$ cat src/rtl/gray_ptr_sync.sv
// ============================================================================
//  Module   : gray_ptr_sync
//  Brief    : Two-flop synchronizer for a Gray-coded FIFO pointer with a
//             configurable reset value, so the receiving side sees the
//             correct pointer from the first cycle after reset.
//  Revision : 1.0  initial release
// ============================================================================
`default_nettype none

module gray_ptr_sync #(
    parameter int            PTR_WIDTH = 6,
    parameter logic [PTR_WIDTH-1:0] RESET_VAL = '0
) (
    input  logic                 clk,
    input  logic                 rst_n,
    input  logic [PTR_WIDTH-1:0] i_gray,
    output logic [PTR_WIDTH-1:0] o_gray
);

    logic [PTR_WIDTH-1:0] r_meta;
    logic [PTR_WIDTH-1:0] r_sync;

    // Two capture stages; both reset to the opposite side's reset-time pointer.
    always_ff @(posedge clk or negedge rst_n) begin
        if (!rst_n) begin
            r_meta <= RESET_VAL;
            r_sync <= RESET_VAL;
        end else begin
            r_meta <= i_gray;
            r_sync <= r_meta;
        end
    end

    assign o_gray = r_sync;

endmodule

`default_nettype wire

$ cat src/rtl/async_fifo.sv
// ============================================================================
//  Module   : async_fifo
//  Brief    : FIFO with registered read data and Gray-coded pointers crossing
//             between write and read sides through 2-flop synchronizers.
//             Optionally reports BOOT_COUNT valid entries right after reset.
//  Revision : 1.0  initial release
// ============================================================================
`default_nettype none

module async_fifo #(
    parameter int WIDTH      = 72,
    parameter int DEPTH      = 32,
    parameter int BOOT_COUNT = 0
) (
    input  logic                         clk,
    input  logic                         rst_n,
    input  logic                         i_wr_en,
    input  logic [WIDTH-1:0]             i_wr_data,
    output logic                         o_wr_full,
    output logic                         o_wr_almost_full,
    input  logic                         i_rd_en,
    output logic [WIDTH-1:0]             o_rd_data,
    output logic                         o_rd_empty,
    output logic [$clog2(DEPTH):0]       o_rd_count
);

    localparam int ADDR_WIDTH = $clog2(DEPTH);
    localparam int PW         = ADDR_WIDTH + 1;

    function automatic logic [PW-1:0] f_bin2gray(input logic [PW-1:0] b);
        return b ^ (b >> 1);
    endfunction

    function automatic logic [PW-1:0] f_gray2bin(input logic [PW-1:0] g);
        logic [PW-1:0] b;
        b[PW-1] = g[PW-1];
        for (int i = PW - 2; i >= 0; i--) begin
            b[i] = b[i+1] ^ g[i];
        end
        return b;
    endfunction

    localparam logic [PW-1:0] c_boot_ptr  = PW'(BOOT_COUNT);
    localparam logic [PW-1:0] c_boot_gray = f_bin2gray(c_boot_ptr);
    localparam logic [PW-1:0] c_depth     = PW'(DEPTH);
    localparam logic [PW-1:0] c_almost    = PW'(DEPTH - 2);

    logic [WIDTH-1:0] r_mem [DEPTH];

    logic [PW-1:0] r_wr_bin;
    logic [PW-1:0] r_wr_gray;
    logic [PW-1:0] r_rd_bin;
    logic [PW-1:0] r_rd_gray;

    logic [PW-1:0] w_wr_gray_sync;
    logic [PW-1:0] w_rd_gray_sync;
    logic [PW-1:0] w_wr_bin_sync;
    logic [PW-1:0] w_rd_bin_sync;
    logic [PW-1:0] w_wr_count;
    logic [PW-1:0] w_rd_count;
    logic [PW-1:0] w_wr_bin_next;
    logic [PW-1:0] w_rd_bin_next;
    logic          w_wr_fire;
    logic          w_rd_fire;

    assign w_wr_fire     = i_wr_en && !o_wr_full;
    assign w_rd_fire     = i_rd_en && !o_rd_empty;
    assign w_wr_bin_next = r_wr_bin + PW'(1);
    assign w_rd_bin_next = r_rd_bin + PW'(1);

    // Write pointer: binary and Gray copies advance together.
    always_ff @(posedge clk or negedge rst_n) begin
        if (!rst_n) begin
            r_wr_bin  <= c_boot_ptr;
            r_wr_gray <= c_boot_gray;
        end else if (w_wr_fire) begin
            r_wr_bin  <= w_wr_bin_next;
            r_wr_gray <= f_bin2gray(w_wr_bin_next);
        end
    end

    // Storage array; intentionally not reset so contents survive as data only.
    always_ff @(posedge clk) begin
        if (w_wr_fire) begin
            r_mem[r_wr_bin[ADDR_WIDTH-1:0]] <= i_wr_data;
        end
    end

    // Read pointer and registered read data; data holds when nothing is read.
    always_ff @(posedge clk or negedge rst_n) begin
        if (!rst_n) begin
            r_rd_bin  <= '0;
            r_rd_gray <= '0;
            o_rd_data <= '0;
        end else if (w_rd_fire) begin
            r_rd_bin  <= w_rd_bin_next;
            r_rd_gray <= f_bin2gray(w_rd_bin_next);
            o_rd_data <= r_mem[r_rd_bin[ADDR_WIDTH-1:0]];
        end
    end

    gray_ptr_sync #(
        .PTR_WIDTH (PW),
        .RESET_VAL (c_boot_gray)
    ) u_wr2rd_sync (
        .clk    (clk),
        .rst_n  (rst_n),
        .i_gray (r_wr_gray),
        .o_gray (w_wr_gray_sync)
    );

    gray_ptr_sync #(
        .PTR_WIDTH (PW),
        .RESET_VAL ('0)
    ) u_rd2wr_sync (
        .clk    (clk),
        .rst_n  (rst_n),
        .i_gray (r_rd_gray),
        .o_gray (w_rd_gray_sync)
    );

    assign w_wr_bin_sync = f_gray2bin(w_wr_gray_sync);
    assign w_rd_bin_sync = f_gray2bin(w_rd_gray_sync);

    // Each side counts against the delayed view of the other pointer, so the
    // flags can only understate what is available.
    assign w_wr_count       = r_wr_bin - w_rd_bin_sync;
    assign w_rd_count       = w_wr_bin_sync - r_rd_bin;
    assign o_wr_full        = (w_wr_count == c_depth);
    assign o_wr_almost_full = (w_wr_count >= c_almost);
    assign o_rd_empty       = (w_rd_count == '0);
    assign o_rd_count       = w_rd_count;

endmodule

`default_nettype wire

$ cat config.mk
export PLATFORM = sky130hd
export DESIGN_NAME = async_fifo
export DESIGN_NICKNAME = d
export VERILOG_FILES = /design/src/rtl/gray_ptr_sync.sv /design/src/rtl/async_fifo.sv
export SDC_FILE = /design/constraint.sdc
export NUM_CORES = 2
export LEC_CHECK = 0
export BUFFER_PORTS_ARGS = -buffer_cell sky130_fd_sc_hd__buf_2
export CAP_MARGIN = 40
export CORE_ASPECT_RATIO = 2
export CORE_UTILIZATION = 59
export CTS_BUF_LIST = sky130_fd_sc_hd__clkbuf_2
export CTS_CLUSTER_DIAMETER = 80
export CTS_CLUSTER_SIZE = 8
export DETAILED_ROUTE_END_ITERATION = 8
export PLACE_DENSITY = 0.87
export SYNTH_ARGS = -nofsm -noshare
export SYNTH_HDL_FRONTEND = slang
export SYNTH_SLANG_ARGS = --single-unit
$ cat constraint.sdc
create_clock -name clk -period 8.89 [get_ports clk]
set_clock_uncertainty 0.1 [all_clocks]
set_input_delay 1.3335 -clock clk [delete_from_list [all_inputs] [get_ports clk]]
set_output_delay 1.3335 -clock clk [all_outputs]
set_load 0.01 [all_outputs]
## Word-level counts from Yosys, hierarchy flattened

Memory sizes are Yosys's and may differ from the RTL's. A register that Yosys moved wholly into a read port is not among the register bits.
Index checks and enable logic that the tools add are counted.

- Logic and storage cells: 35
- Register bits after elaboration: 48
- Memories kept: 1
- Bits in writable memories: 2304
- Output and inout port bits: 81

- Reduce and logical (&&, ||, !) cells: 6
- Add/subtract/negate cells: 4
- Equal/unequal tests: 1
- Magnitude comparators: 1
- Mux-type cells: 2
- Bitwise gates (word level): 12

Memory list:

| name | depth | bits a word | read ports | clocked after memory_dff | wr ports | RTL line | RTL |
|---|---|---|---|---|---|---|---|
| r_mem | 32 | 72 | 1 | 1 | 1 | async_fifo.sv:48 | `logic [WIDTH-1:0] r_mem [DEPTH];` |

Operators with widths:

| operator | number |
|---|---|
| $add 6x1->6 const B | 2 |
| $sub 6x6->6 | 2 |
| $xor 6x5->6 | 2 |
| $xor 1x1->1 | 10 |
| $eq 6x6->1 const B | 1 |
| $ge 6x5->1 const B | 1 |
| $logic_not 6->1 | 1 |
| $logic_not 1->1 | 3 |
| $logic_and 1x1->1 | 2 |
| $mux 1 | 2 |

## Logic depth before layout (Yosys ltp)

- Depth after elaboration: 11
- Depth in mapped cells: 16
- Mapped depth without buffers: 14

## Hierarchy

A second synthesis with hierarchy kept.

- Cells, all modules: 4795
- Area total of the unflattened synthesis: 93596.0 um^2

By module, submodules not included:

| module | area an instance (um^2) | sequential area each (um^2) | instances | cells an instance |
|---|---|---|---|---|
| async_fifo | 92995.4 | 71538.6 | 1 | 4771 |
| gray_ptr_sync | 300.3 | 300.3 | 2 | 12 |

## Worst setup path before layout

No wires, ideal clock.

- Path kind: register to register
- From: reg u_rd2wr_sync.r_sync[5] (netlist: u_rd2wr_sync.o_gray[5])
- To: mem r_mem[13][0] (enable)
- Stages on the path, launching flop included: 14
- Buffers on the path: 0
- Setup time: 0.590 ns
- Arrival time: 7.775 ns
- Required time: 8.200 ns
- Setup slack: 0.425 ns
- Cells stage by stage: dfrtp_1 -> xnor2_1 -> xor2_1 -> xor2_1 -> xor2_1 -> xnor2_1 -> ha_1 -> fa_1 -> nand2b_1 -> a21oi_1 -> xnor2_1 -> o2111ai_2 -> nand3_1 -> nor3_1

- Cells in the longest elaborated chain, start to end: 11

RTL lines:

| what | RTL line | RTL |
|---|---|---|
| start: declaration | gray_ptr_sync.sv:21 | `logic [PTR_WIDTH-1:0] r_sync;` |
| start signal: assignment | gray_ptr_sync.sv:30 | `r_sync <= r_meta;` |
| $xor 1x1->1 (5 in series) | async_fifo.sv:38 | `b[i] = b[i+1] ^ g[i];` |
| $sub 6x6->6 * | async_fifo.sv:127 | `assign w_wr_count = r_wr_bin - w_rd_bin_sync;` |
| $eq 6x6->1 * | async_fifo.sv:129 | `assign o_wr_full = (w_wr_count == c_depth);` |
| $logic_not 1->1 * | async_fifo.sv:66 | `assign w_wr_fire = i_wr_en && !o_wr_full;` |
| $logic_and 1x1->1 * | async_fifo.sv:66 |  |
| $mux 1 * | async_fifo.sv:84 | `if (w_wr_fire) begin` |
| $mux 1 (not written as such) * | async_fifo.sv:85 | `r_mem[r_wr_bin[ADDR_WIDTH-1:0]] <= i_wr_data;` |
| end: declaration | async_fifo.sv:48 |  |

Every way passes the cells marked *; elsewhere a longest branch is shown, timed or not.

## Worst setup path after layout

- From: reg u_rd2wr_sync.r_sync[5] (netlist: u_rd2wr_sync.o_gray[5])
- To: out o_wr_full

- Cells in the longest elaborated chain, start to end: 7

RTL lines:

| what | RTL line | RTL |
|---|---|---|
| $xor 1x1->1 (5 in series) | async_fifo.sv:38 |  |
| $sub 6x6->6 * | async_fifo.sv:127 |  |
| $eq 6x6->1 * | async_fifo.sv:129 |  |
| end: declaration | async_fifo.sv:19 | `output logic o_wr_full,` |

Marks and branches as above.

==> flow_summary.ini <==
[status]
run_status = complete, but fails checks
failed_checks = DRC

[timing]
layout_min_cycle_time_ns = 6.63
worst_pin_slew_ns = 1.05
final.period_utilization_pct = 74.5
maxClockFrequency_ghz = 0.151
slew_headroom_pct = 30.3
slew_viol_final = 0
timing_hold_violations_final = 0
setup_viol_count_final = 0
final.setup.worst_slack_ns = 2.26
fin_setup_tns_ns = 0
rsz0062_at_grt = false

[clock_network]
worst_skew_pair.late_latency_ns = 1.67
cts.sinks = 2422
cts_max_path_buffers = 4
cts_root_buf = clkbuf_2
cts_buffers = 344
clkTransAtPathRegs_ns = 0.15
cts_repair_resize_count = 0
cts_tree = done
h-tree-depth = 5

[setup_path]
cp.buffers_inverters = 2
count_of_cells_along_the_worst_register_to_register_path = 14
setup.worst_path.end_class = primary output
r2r_setup_slack_ns = 2.75
cp_data_arrival_time_ns = 5.19
cp_max_fanout = 9
cp_top_family = XOR/XNOR gates
regToRegStartpoint = u_rd2wr_sync.o_gray[5]
timing.rr.end = r_mem[27][11]
worstPathCellList = xnor2_1, xor2_1, xor2_1, xor2_1, xnor2_1, ha_1, fa_1, nand2b_1, a21oi_1, xnor2_1, o2111ai_2, inv_1, buf_2
crit_start = u_rd2wr_sync.o_gray[5]
startpoint_type_of_the_worst_setup_path = flop
timing.critical_path.slowest_stage_cell = fa_1
criticalPathCategory = reg2out
slowest_delay_ns = 0.44
critical_path_required_ns = 7.46

[yosys]
post_synth_num_cell_types = 49
synth_async_sr_flop_share_pct = 4.87
mapped_cell_area_mm2 = 0.0915
synthesis.yosys.warnings = 0
post_synth_edffs = 2304
synth.yosys.seq_area_share_pct = 78.9
synth.avg_cell_area_um2 = 21.5
yosys_most_used_dff = edfxtp_1
synth_nets = 4348
postSynthRegisterBits = 2422
post_synth_inst_count = 4255

[routing]
remaining_antenna_violation_count = 0
drt_wl_total_um = 245000
wl_per_cell_um = 35.7
detail_route.iter0.violations = 6806
detail_route.drc_violations = 3
num_vias = 47800
firstDrtPassIters = 8
detail_route.vias_per_cell = 6.96

[layout]
layout.cells.most_common_list = edfxtp_1, clkbuf_2, mux4_2
area.growth.synth_to_final_pct = 7.28
layout_commonest_cell = edfxtp_1
fin_util_pct = 63.7
finish.net_count = 4749
layout-drive-gt1-share_pct = 26.4
layout.cells.non_filler = 6870

[power]
power.leakage_nw = 32.0
power.density_cell_area_mw_per_mm2 = 305
ir_worst_vdd_v = 0.000271

[global_routing]
grt_start_max_net_pins = 161
grt_first_pass_wirelength_um = 343000
grt_pass1_vias = 48300
grt_overflow = 0
track_usage_pct = 31.6
grt_antenna_before_repair = 10

[placed_design]
half_perimeter_wire_length_of_the_detailed_placement_result_um = 154000
place.gp.congestion = 0.922
dpl_worst_slack_ns = 2.88
numPortBuffers = 156
dpl.cell_count = 6359

[floorplan]
floorplan.die.width_um = 280
placementRows = 204
initial_utilization_pct = 59.3
coreArea_mm2 = 0.154
die-height_um = 559
fp.dieArea_mm2 = 0.157
ioPinCount = 157

[hold_path]
worstHoldPathType = in2async

[job]
cap_violations = 0
[cell families after synthesis]
kind of cell / share of synthesized area (%)
XOR/XNOR: 0.412
AND/OR/NAND/NOR: 1.46
flip-flops: 78.9
buffers and inverters: 1.19
AO/OA/AOI/OAI: 3.43
adder cells (fa/ha/maj): 0.249
multiplexers: 14.4
[per-stage QoR]
step | instance area (µm²) | total power, mW | hold slack [ns]
2_1_floorplan | 91500 | 20.7 | 0.231
3_3_place_gp | 94900 | 24.4 | 0.234
3_5_place_dp | 95500 | 24.9 | 0.236
4_1_cts | 98000 | 29.8 | 0.0359
5_1_grt | 98100 | 30.8 | 0.105
6_report | 98100 | 30.0 | 0.130
[power breakdown]
part | leakage (nW) | internal [mW] | switching [mW]
clock | 2.05 | 1.46 | 3.61
combinational | 7.79 | 4.09 | 6.76
sequential | 22.2 | 13.6 | 0.482
[worst max-delay path by stage]
stage	end	depth (start not counted)	slack, ns
2_1_floorplan	r_mem[13][0]	13	0.42
4_1_cts	o_wr_full	13	2.25
3_5_place_dp	r_mem[22][27]	14	2.88
5_1_grt	o_wr_full	13	2.01
3_3_place_gp	r_mem[18][5]	14	3.03
6_report	o_wr_full	13	2.26
[worst reg2reg max path, stage by stage (launching register included)]
cell and delay (ns):
dfrtp_1 0.43, xnor2_1 0.25, xor2_1 0.25, xor2_1 0.26
xor2_1 0.32, xnor2_1 0.12, ha_1 0.22, fa_1 0.44
nand2b_1 0.17, a21oi_1 0.16, xnor2_1 0.14, o2111ai_2 0.25
nand3_1 0.79, nor2_4 0.85, buf_4 0.75
[layout make-up]
| cell class | count | area [µm²] |
|---|---|---|
| well taps | 2060 | 2580 |
| clock buffers | 473 | 2370 |
| inverters | 15 | 56.3 |
| clock inverters | 17 | 168 |
| diodes | 10 | 25.0 |
| repair buffers | 285 | 2260 |
| flip-flops and latches | 2422 | 72200 |
| fillers | 9608 | 56000 |
| multi-input cells | 1588 | 18500 |
[layer usage]
metal	up-vias	track usage (%)	share of wire (%)
met5	-	0	0.017
met1	23900	34.5	29
li1	18600	-	-
met2	4311	53.7	51
met4	6	26.4	10
met3	951	5.79	10
[cells in the mapped netlist (4+ instances only)]
cell | instances | area share (%)
buf_2 | 104 | 0.57
dfrtp_1 | 118 | 3.2
mux2i_1 | 351 | 3.8
inv_1 | 12 | 0.049
a22oi_1 | 116 | 0.95
buf_1 | 14 | 0.057
and3_1 | 4 | 0.027
o2111a_1 | 50 | 0.62
nand3_1 | 30 | 0.16
a221oi_1 | 22 | 0.21
a21oi_1 | 10 | 0.055
o21ai_0 | 38 | 0.21
xor2_1 | 17 | 0.16
clkbuf_1 | 104 | 0.43
mux4_2 | 426 | 10
o22ai_1 | 150 | 1.0
o21ai_1 | 44 | 0.24
edfxtp_1 | 2304 | 76
nand2_1 | 143 | 0.59
nor3_1 | 54 | 0.30
mux2_2 | 6 | 0.074
nor2_1 | 48 | 0.20
ha_1 | 15 | 0.21
nand2b_1 | 5 | 0.034
buf_4 | 5 | 0.041
xnor2_1 | 26 | 0.25
or3_1 | 5 | 0.034
[registers in the layout, summed over array words and instances, names as in the netlist]
name and count:
r_rd_bin 6, u_rd2wr_sync.r_meta 6, r_wr_gray 5, r_rd_gray 5
u_rd2wr_sync.o_gray 6, u_wr2rd_sync.o_gray 6, r_mem 2304, r_wr_bin 6
o_rd_data 72, u_wr2rd_sync.r_meta 6
[timing repair]
item,CTS,global route
hold buffers,2,0
buffers inserted,0,0
endpoints found under the hold margin,62,0
Note: power is estimated with default switching activity, not from simulation.
